## src/rtl/mem_bus_arbiter.sv

```systemverilog
// Two-master (instruction cache F, data cache M) to one-slave memory bus arbiter.
// Round-robin on ties, grant held for the whole request, sticky watchdog on a hung memory.
module mem_bus_arbiter #(
    parameter int TIMEOUT = 255
) (
    input  logic        clk,
    input  logic        reset,
    input  logic        HRequestF,
    input  logic [31:0] HAddrF,
    output logic        BusReadyF,
    input  logic        HRequestM,
    input  logic        HWriteM,
    input  logic [31:0] HAddrM,
    input  logic [31:0] HWDataM,
    output logic        BusReadyM,
    output logic [31:0] HRData,
    output logic        MemReq,
    output logic        MemWrite,
    output logic [31:0] MemAddr,
    output logic [31:0] MemWData,
    input  logic        MemReady,
    input  logic [31:0] MemRData,
    output logic        GrantM,
    output logic        BusError
);

    localparam int CW = $clog2(TIMEOUT + 1);
    localparam logic [CW-1:0] TMAX = CW'(TIMEOUT);

    typedef enum logic [1:0] {
        IDLE = 2'd0,
        OWNF = 2'd1,
        OWNM = 2'd2
    } state_t;

    state_t          state_r;
    state_t          state_s;
    logic            last_m_r;
    logic            last_m_s;
    logic [CW-1:0]   wait_cnt_r;
    logic [CW-1:0]   wait_cnt_s;
    logic            bus_error_r;

    // State, round-robin history and watchdog registers
    always_ff @(posedge clk) begin
        if (!reset) begin
            state_r     <= IDLE;
            last_m_r    <= 1'b0;
            wait_cnt_r  <= '0;
            bus_error_r <= 1'b0;
        end else begin
            state_r    <= state_s;
            last_m_r   <= last_m_s;
            wait_cnt_r <= wait_cnt_s;
            if (wait_cnt_r == TMAX) begin
                bus_error_r <= 1'b1;
            end else begin
                bus_error_r <= bus_error_r;
            end
        end
    end

    // Next-state arbitration; the owner keeps the bus until its request drops
    always_comb begin
        state_s  = state_r;
        last_m_s = last_m_r;
        case (state_r)
            IDLE: begin
                if (HRequestF && HRequestM) begin
                    // tie goes to whichever master did not own the bus last
                    if (last_m_r) begin
                        state_s  = OWNF;
                        last_m_s = 1'b0;
                    end else begin
                        state_s  = OWNM;
                        last_m_s = 1'b1;
                    end
                end else if (HRequestF) begin
                    state_s  = OWNF;
                    last_m_s = 1'b0;
                end else if (HRequestM) begin
                    state_s  = OWNM;
                    last_m_s = 1'b1;
                end else begin
                    state_s = IDLE;
                end
            end
            OWNF: begin
                if (HRequestF) begin
                    state_s = OWNF;
                end else begin
                    state_s = IDLE;
                end
            end
            OWNM: begin
                if (HRequestM) begin
                    state_s = OWNM;
                end else begin
                    state_s = IDLE;
                end
            end
            default: begin
                state_s = IDLE;
            end
        endcase
    end

    // Memory-side muxing and per-beat ready steering from the current owner
    always_comb begin
        MemReq    = 1'b0;
        MemWrite  = 1'b0;
        MemAddr   = 32'd0;
        MemWData  = 32'd0;
        BusReadyF = 1'b0;
        BusReadyM = 1'b0;
        GrantM    = 1'b0;
        case (state_r)
            OWNF: begin
                MemReq    = HRequestF;
                MemAddr   = HAddrF;
                BusReadyF = HRequestF & MemReady;
            end
            OWNM: begin
                MemReq    = HRequestM;
                MemWrite  = HWriteM;
                MemAddr   = HAddrM;
                MemWData  = HWDataM;
                BusReadyM = HRequestM & MemReady;
                GrantM    = 1'b1;
            end
            default: begin
                MemReq = 1'b0;
            end
        endcase
    end

    // Watchdog counter: consecutive unanswered beat cycles, saturating
    always_comb begin
        wait_cnt_s = '0;
        if (MemReq && !MemReady) begin
            if (wait_cnt_r == TMAX) begin
                wait_cnt_s = wait_cnt_r;
            end else begin
                wait_cnt_s = wait_cnt_r + CW'(1);
            end
        end else begin
            wait_cnt_s = '0;
        end
    end

    assign HRData   = MemRData;
    assign BusError = bus_error_r;

endmodule

```

## config.mk

```make
export PLATFORM = sky130hd
export DESIGN_NAME = mem_bus_arbiter
export DESIGN_NICKNAME = d
export VERILOG_FILES = /design/src/rtl/mem_bus_arbiter.sv
export SDC_FILE = /design/constraint.sdc
export NUM_CORES = 1
export LEC_CHECK = 0
export BUFFER_PORTS_ARGS = -buffer_cell sky130_fd_sc_hd__buf_4
export CORE_AREA = 8 8 85 87
export DETAILED_ROUTE_END_ITERATION = 16
export DIE_AREA = 0 0 93 95
export PLACE_DENSITY = 0.82
export SLEW_MARGIN = 20
export SYNTH_ARGS = -nofsm -noshare
export SYNTH_HDL_FRONTEND = slang
export SYNTH_SLANG_ARGS = --single-unit
```

## constraint.sdc

```tcl
create_clock -name clk -period 2.64 [get_ports clk]
set_input_delay 0.396 -clock clk [delete_from_list [all_inputs] [get_ports clk]]
set_output_delay 0.396 -clock clk [all_outputs]
set_load 0.01 [all_outputs]
```

[Word-level counts from Yosys, hierarchy flattened]
Index checks and enable logic that the tools add are counted.
W data, S select, Z words.
Storage, ports and cells
  register bits after elaboration: 12
  bits of input ports: 134
  output and inout port bits: 102
  logic and storage cells: 34
Operators by class
  add/subtract/negate cells: 1
  eq/ne operators: 3
  multiplexer cells: 17
  bitwise operators: 2
  reductions and logical operators: 7
Operators by type and width (count)
  $pmux W32 S2: 1
  $mux W32: 1
  $mux W1: 9
  $add A8 B1 Y8 const B: 1
  $eq A8 B8 Y1 const B: 1
  $mux W2: 4
  $pmux W2 S3: 1
  $reduce_and A2 Y1: 2
  $reduce_bool A3 Y1: 1
  $and A1 B1 Y1: 2
  $eq A2 B1 Y1 const B: 1
  $eq A2 B2 Y1 const B: 1
  $logic_and A1 B1 Y1: 2
  $logic_not A2 Y1: 1
  $pmux W1 S2: 1
  $logic_not A1 Y1: 1

[Longest topological paths before layout]
Gate-level depths: netlist of run 1.
  depth in word-level cells: 4
  depth in mapped cells: 7
  depth with buffers taken out: 6

[Worst setup path before layout of run 1]
No wires, ideal clock.
  kind: reg2out
  start: register state_r[0]
  end: output port MemAddr[11]
  data arrival time: 1.265 ns
  data required time: 2.244 ns
  slack: 0.979 ns
  cell stages (with the launch flop): 6
  path buffers: 1
  cells stage by stage: dfxtp_1 inv_1 ha_1 clkbuf_1 a22oi_1 nor2b_1
Between the ends
  word-level cells in the longest chain between the ends: 2
  elaborated cells on any way between the ends: 3
  those cells by class: eq/ne (2); mux (1)
RTL lines
  start, declared: RTL line 36  | state_t state_r;
  start signal, assigned: RTL line 52  | state_r <= state_s;
  $eq A2 B2 Y1 / $eq A2 B1 Y1 (equally long branches): RTL line 117  | case (state_r)
  $pmux W32 S2 *: RTL line 117
  end, declared: RTL line 19  | output logic [31:0] MemAddr,
Mark *: on every way between the ends. The rest lies on a longest branch, timed or not.

[Final worst setup path of run 1]
  start: register state_r[1]
  end: output port MemAddr[12]
The elaborated chain is that of the path after synthesis.

==> qor.yml, run 1 <==
dp_hpwl_um: 6770
fin_nets: 485
syn-cell-area_um2: 1550
cts_setup_buffers: 0
multiInputGateArea_um2: 992
slowest_stage: "ha_1"
worstSetupPathType: "flop to output port"
ant_nets: 0
ys_ff_latch: 12
critPathMaxStageDelay_ps: 540
cp_num_buf_inv: 3
dp_cells: 416
tns_ps: 0
slew_headroom_pct: 59.8
nFillCells: 593
finalWorstSetupSlack_ps: 393
cts_root_buffer: "clkbuf_8"
first_global_vias: 2038
p_per_area_nw_per_um2: 278
synthCells: 210
vias: 1970
synth_area_leaders: "a22oi_1 16%, buf_4 16%, dfxtp_1 16%"
async_flop_share_pct: 0
synth_edf_count: 0
cts-buffers-inserted: 3
gp_congestion: 0.852
die_h_um: 95
final_max_slew_viol_count: 0
grt_pass1_wl_um: 10900
post-place-ws_ps: 648
required_ps: 2240
ctsHoldBuffers: 0
grt_antenna_before_repair: 0
final_area_um2: 2740
worstSetupStartpointType: "flop"
instances_no_fill: 420
row_count: 28
drv_cap: 0
synth_top_cell_by_area: "a22oi_1"
ios: 236
endpoint_kind: "output port"
drt-initial-drc-count: 78
regArea_um2: 240
coreArea_um2: 5820
routed_wl_um: 7860
wl_per_cell_um: 18.7
final.min_clock_period_ps: 2250
io_buffers: 171
diodes: 0
outcome: "finished clean"
clock.fmax_mhz: 445
crit_fanout: 16
tightest_slew_ps: 603
avgSynthCellArea_um2: 7.36
netlist.area_leader.share_pct: 16.0
hold_path_class: "input port to flop"
synth_nets: 349
ir_drop_mv: 0.275
cts_max_level: 1
setup-violations-final: 0
grt_setup_unrepaired: "false"
drive_above_1_share_pct: 54.5
hold_viol_final: 0
grt_max_degree: 45
clock_path_buffers: 2
clock-sinks: 12
crit_path_frequent_cell: "buf_4"
die-area_um2: 8840
clock_latency_ps: 240
ys_types: 30
post-route-period-util_pct: 85.1
p_leak_nw: 1.34
ys.flop_type: "dfxtp_1"
via_per_inst: 4.69
cp_data_arrival_time_ps: 1850
yosysWarnings: 0
post_cts_resized: 0
cp_cell_sequence: "inv_1 > ha_1 > buf_4 > a22oi_1 > nor2b_1 > buf_4"
fin_worst_skew_ps: 2.48
seq_area_frac_synth_pct: 15.5
cts_tree: "yes"
firstDrtPassIters: 4
start_util_pct: 26.6
grtUsageTotal_pct: 15.4
die_x_um: 93
dpl-instance-area_um2: 2690
cts.clk_slew.worst_paths_ps: 50
whs_ps: 387
worst_path_dominant_cell_family: "adder cells"
area_delta_synth_final_pct: 77.3
drc: 0
overflow: 0
state kept, by name, summed over array words and instances (netlist names):
signal / cells
last_m_r: 1
wait_cnt_r: 8
state_r: 2
BusError: 1
synth_stat cells (2+ instances only):
| library cell | instances |
|---|---|
| ha_1 | 5 |
| and2_1 | 33 |
| xor2_1 | 3 |
| nand2_1 | 2 |
| and3_1 | 4 |
| nand3_1 | 2 |
| buf_4 | 33 |
| dfxtp_1 | 12 |
| o21ai_0 | 2 |
| a21oi_1 | 4 |
| nor2b_1 | 32 |
| nor3_1 | 4 |
| a22oi_1 | 33 |
| nor2b_2 | 2 |
| clkbuf_1 | 12 |
| nor2_1 | 9 |
| inv_1 | 5 |
kinds of logic (layout without fill, tap and decap cells):
kind of cell	Yosys count	count (layout)	share of synthesized area, %
xor gates and xnor gates	3	3	1.70
DFF	12	12	15.5
adders and majority gates	5	5	4.05
and+or+nand+nor	95	95	37.7
buffers and inverters	51	186	20.5
muxes	1	1	0.647
AOI/OAI and AO/OA	43	43	19.9
where the power goes:
part           switching, mW  internal, mW  leakage [nW]
Sequential           0.00350         0.186        0.0973
Combinational          0.151         0.223          1.21
Clock                 0.0682         0.132        0.0288
Total                  0.223         0.540          1.34
area by class of cell:
cell class	count	share of cell area (%)
repair buffers	177	48.9
multi-input cells	147	36.2
inverters	5	0.685
flip-flops and latches	12	8.76
clock buffers	4	2.01
well taps	75	3.42
through the flow:
step                      utilization (%)  power (mW)
after floorplan                         -       0.393
after detailed placement             46.2       0.569
after CTS                            47.1       0.770
after global placement               46.2       0.562
after global routing                 47.1       0.802
final                                47.1       0.763
placed cells by master (no fill, tap or decap):
cell / count
mux2i_1: 1
nand3_1: 2
buf_4: 176
or3_1: 1
a22oi_1: 33
nor2_1: 9
dfxtp_1: 12
nand4_2: 1
nor2_4: 1
ha_1: 4
nand2_1: 2
clkbuf_8: 4
a41oi_1: 1
inv_1: 5
and3_1: 4
nand3b_1: 1
o21ai_0: 2
and2_1: 33
nor2b_2: 2
nand3b_2: 1
o211ai_1: 1
a21oi_1: 4
o21ai_1: 1
xor2_1: 3
and2_2: 1
buf_12: 1
nor3_1: 4
nor4_1: 1
ha_2: 1
a311oi_1: 1
nor2b_1: 32
worst paths after layout:
kind                        end  slack (ps)  cells after the start  startpoint
setup reg to reg  wait_cnt_r[2]         700                      7  state_r[1]
hold reg to reg        BusError         510                      2    BusError
setup / recovery    MemAddr[12]         390                      6  state_r[1]
hold / removal         last_m_r         390                      2   HRequestF
layer usage:
metal  track usage, %  up-vias  wire, um
met5                0        -         0
met4             4.43        0       123
met3             5.79       10       872
met2             29.6      130      4160
met1             14.9      875      2700
li1                 -      955         -
(Power assumes the default switching activity.)
==> run 2: changes to the inputs <==
- CORE_AREA: 8 8 85 87 -> unset
- CORE_MARGIN: unset -> 8
- CORE_UTILIZATION: unset -> 27
- DIE_AREA: 0 0 93 95 -> unset
- PLACE_DENSITY: 0.82 -> 0.87
- clock period: 2.64 -> 2 ns (I/O delays scaled with it)
==> run 2 against run 1 <==
  * Die area is 4.9% lower
  * Clock power is 10% higher
  * Critical path type unchanged
  * Critical endpoint is now MemAddr[20]
  * Total power up 26%
  * Clock skew is 0.98 ps higher
  * Utilization grew 2.4 points
  * Count of clock-buffer cells in the layout shrank 1
==> qor.yml, run 2 (synthesis gave the netlist of run 1 again) <==
outcome: "finished clean"
die_h_um: 91.7
wl_per_cell_um: 17.9
diodes: 0
worstSetupPathType: "flop to output port"
grt_antenna_before_repair: 0
vias: 1932
drc: 0
gp_congestion: 0.783
endpoint_kind: "output port"
slowest_stage: "dfxtp_1"
post_cts_resized: 0
clock_path_buffers: 2
drt-initial-drc-count: 76
multiInputGateArea_um2: 1000
final_max_slew_viol_count: 0
cp_num_buf_inv: 3
clock_latency_ps: 240
cts_root_buffer: "clkbuf_8"
cts-buffers-inserted: 3
top_regs: "wait_cnt_r: 8 flops, state_r: 2 flops"
setup-violations-final: 0
dp_hpwl_um: 6250
layout_commonest_cell: "buf_4"
drive_above_1_share_pct: 54.1
mostFrequentLayoutCells: "172 x buf_4, 33 x a22oi_1, 33 x and2_1"
tns_ps: 0
ctsHoldBuffers: 0
fin_nets: 483
die-area_um2: 8410
nFillCells: 536
ios: 236
firstDrtPassIters: 4
routed_wl_um: 7410
hold_path_class: "input port to flop"
hold_viol_final: 0
largest_reg_flops: 8
cp_data_arrival_time_ps: 1580
p_per_area_nw_per_um2: 353
post-route-period-util_pct: 94.2
tightest_slew_ps: 248
first_global_vias: 1935
regArea_um2: 240
grt_setup_unrepaired: "false"
cp_cell_sequence: "inv_1 > ha_1 > buf_6 > a22oi_1 > nor2b_1 > buf_4"
p_leak_nw: 1.32
final.min_clock_period_ps: 1880
grt_pass1_wl_um: 11000
slew_headroom_pct: 83.3
via_per_inst: 4.67
required_ps: 1700
clock.fmax_mhz: 531
regMostFlops: "wait_cnt_r"
start_util_pct: 28.1
worstSetupStartpointType: "flop"
cts_setup_buffers: 0
coreArea_um2: 5510
overflow: 0
cts_tree: "yes"
crit_fanout: 35
row_count: 27
grt_max_degree: 36
whs_ps: 298
ir_drop_mv: 0.443
fin_worst_skew_ps: 3.46
drv_cap: 0
worst_path_dominant_cell_family: "buffers and inverters"
ant_nets: 0
io_buffers: 171
grtUsageTotal_pct: 15.7
cts_max_level: 1
cts.clk_slew.worst_paths_ps: 50
die_x_um: 91.7
clock-sinks: 12
area_delta_synth_final_pct: 76.3
critPathMaxStageDelay_ps: 390
## run 2: changes by cell type in the layout (fill, tap and decap cells not counted), sizes merged
| cell | before | now |
|---|---|---|
| buf | 177 | 175 |
| clkbuf | 4 | 3 |
## run 2: worst paths after layout
check                  start            end  slack (ps)  cells past startpoint
setup / recovery  state_r[1]    MemAddr[20]         120                      6
hold reg to reg     BusError       BusError         470                      2
hold / removal     HRequestF       last_m_r         300                      2
setup reg to reg  state_r[1]  wait_cnt_r[6]         340                      6
## run 2: report_power, final
part	leakage [nW]	switching, mW	internal (mW)
Clock	0.0216	0.0881	0.133
Sequential	0.0973	0.00542	0.245
Combinational	1.21	0.198	0.293
Total	1.32	0.292	0.671
## run 2: per-layer routing
layer  wire length [um]  part of all wire (%)  vias to the layer above  global-route usage, %
met1               2630                    36                      863                   16.2
met4                 70                  0.95                        0                   4.23
li1                   -                     -                      946                      -
met2               3890                    53                      114                   28.8
met5                  0                     0                        -                      0
met3                814                    11                        9                   6.36
## run 2: worst reg2reg max path: cells and delay by family, from the launching register on
family | cells | cell delay, ps
simple gates | 3 | 610
flops | 1 | 390
buf+inv | 2 | 290
fa+ha+maj | 1 | 290
## run 2: cell type report
type / count / area share (%)
timing repair buffer: 175 / 48.9
multi-input combinational: 147 / 36.8
sequential: 12 / 8.81
tap: 72 / 3.30
clock buffer: 3 / 1.51
inverter: 5 / 0.688
## run 2: through the flow
stage | power [mW] | util, % | instances | setup slack, ps | area (um2)
2_1_floorplan | 0.519 | - | 210 | 435 | 1550
3_3_place_gp | 0.731 | 48.4 | 411 | 383 | 2670
3_5_place_dp | 0.742 | 48.4 | 411 | 320 | 2670
4_1_cts | 0.962 | 49.2 | 414 | 55.1 | 2710
5_1_grt | 1.02 | 49.5 | 414 | 35.5 | 2730
6_report | 0.963 | 49.5 | 414 | 115 | 2730
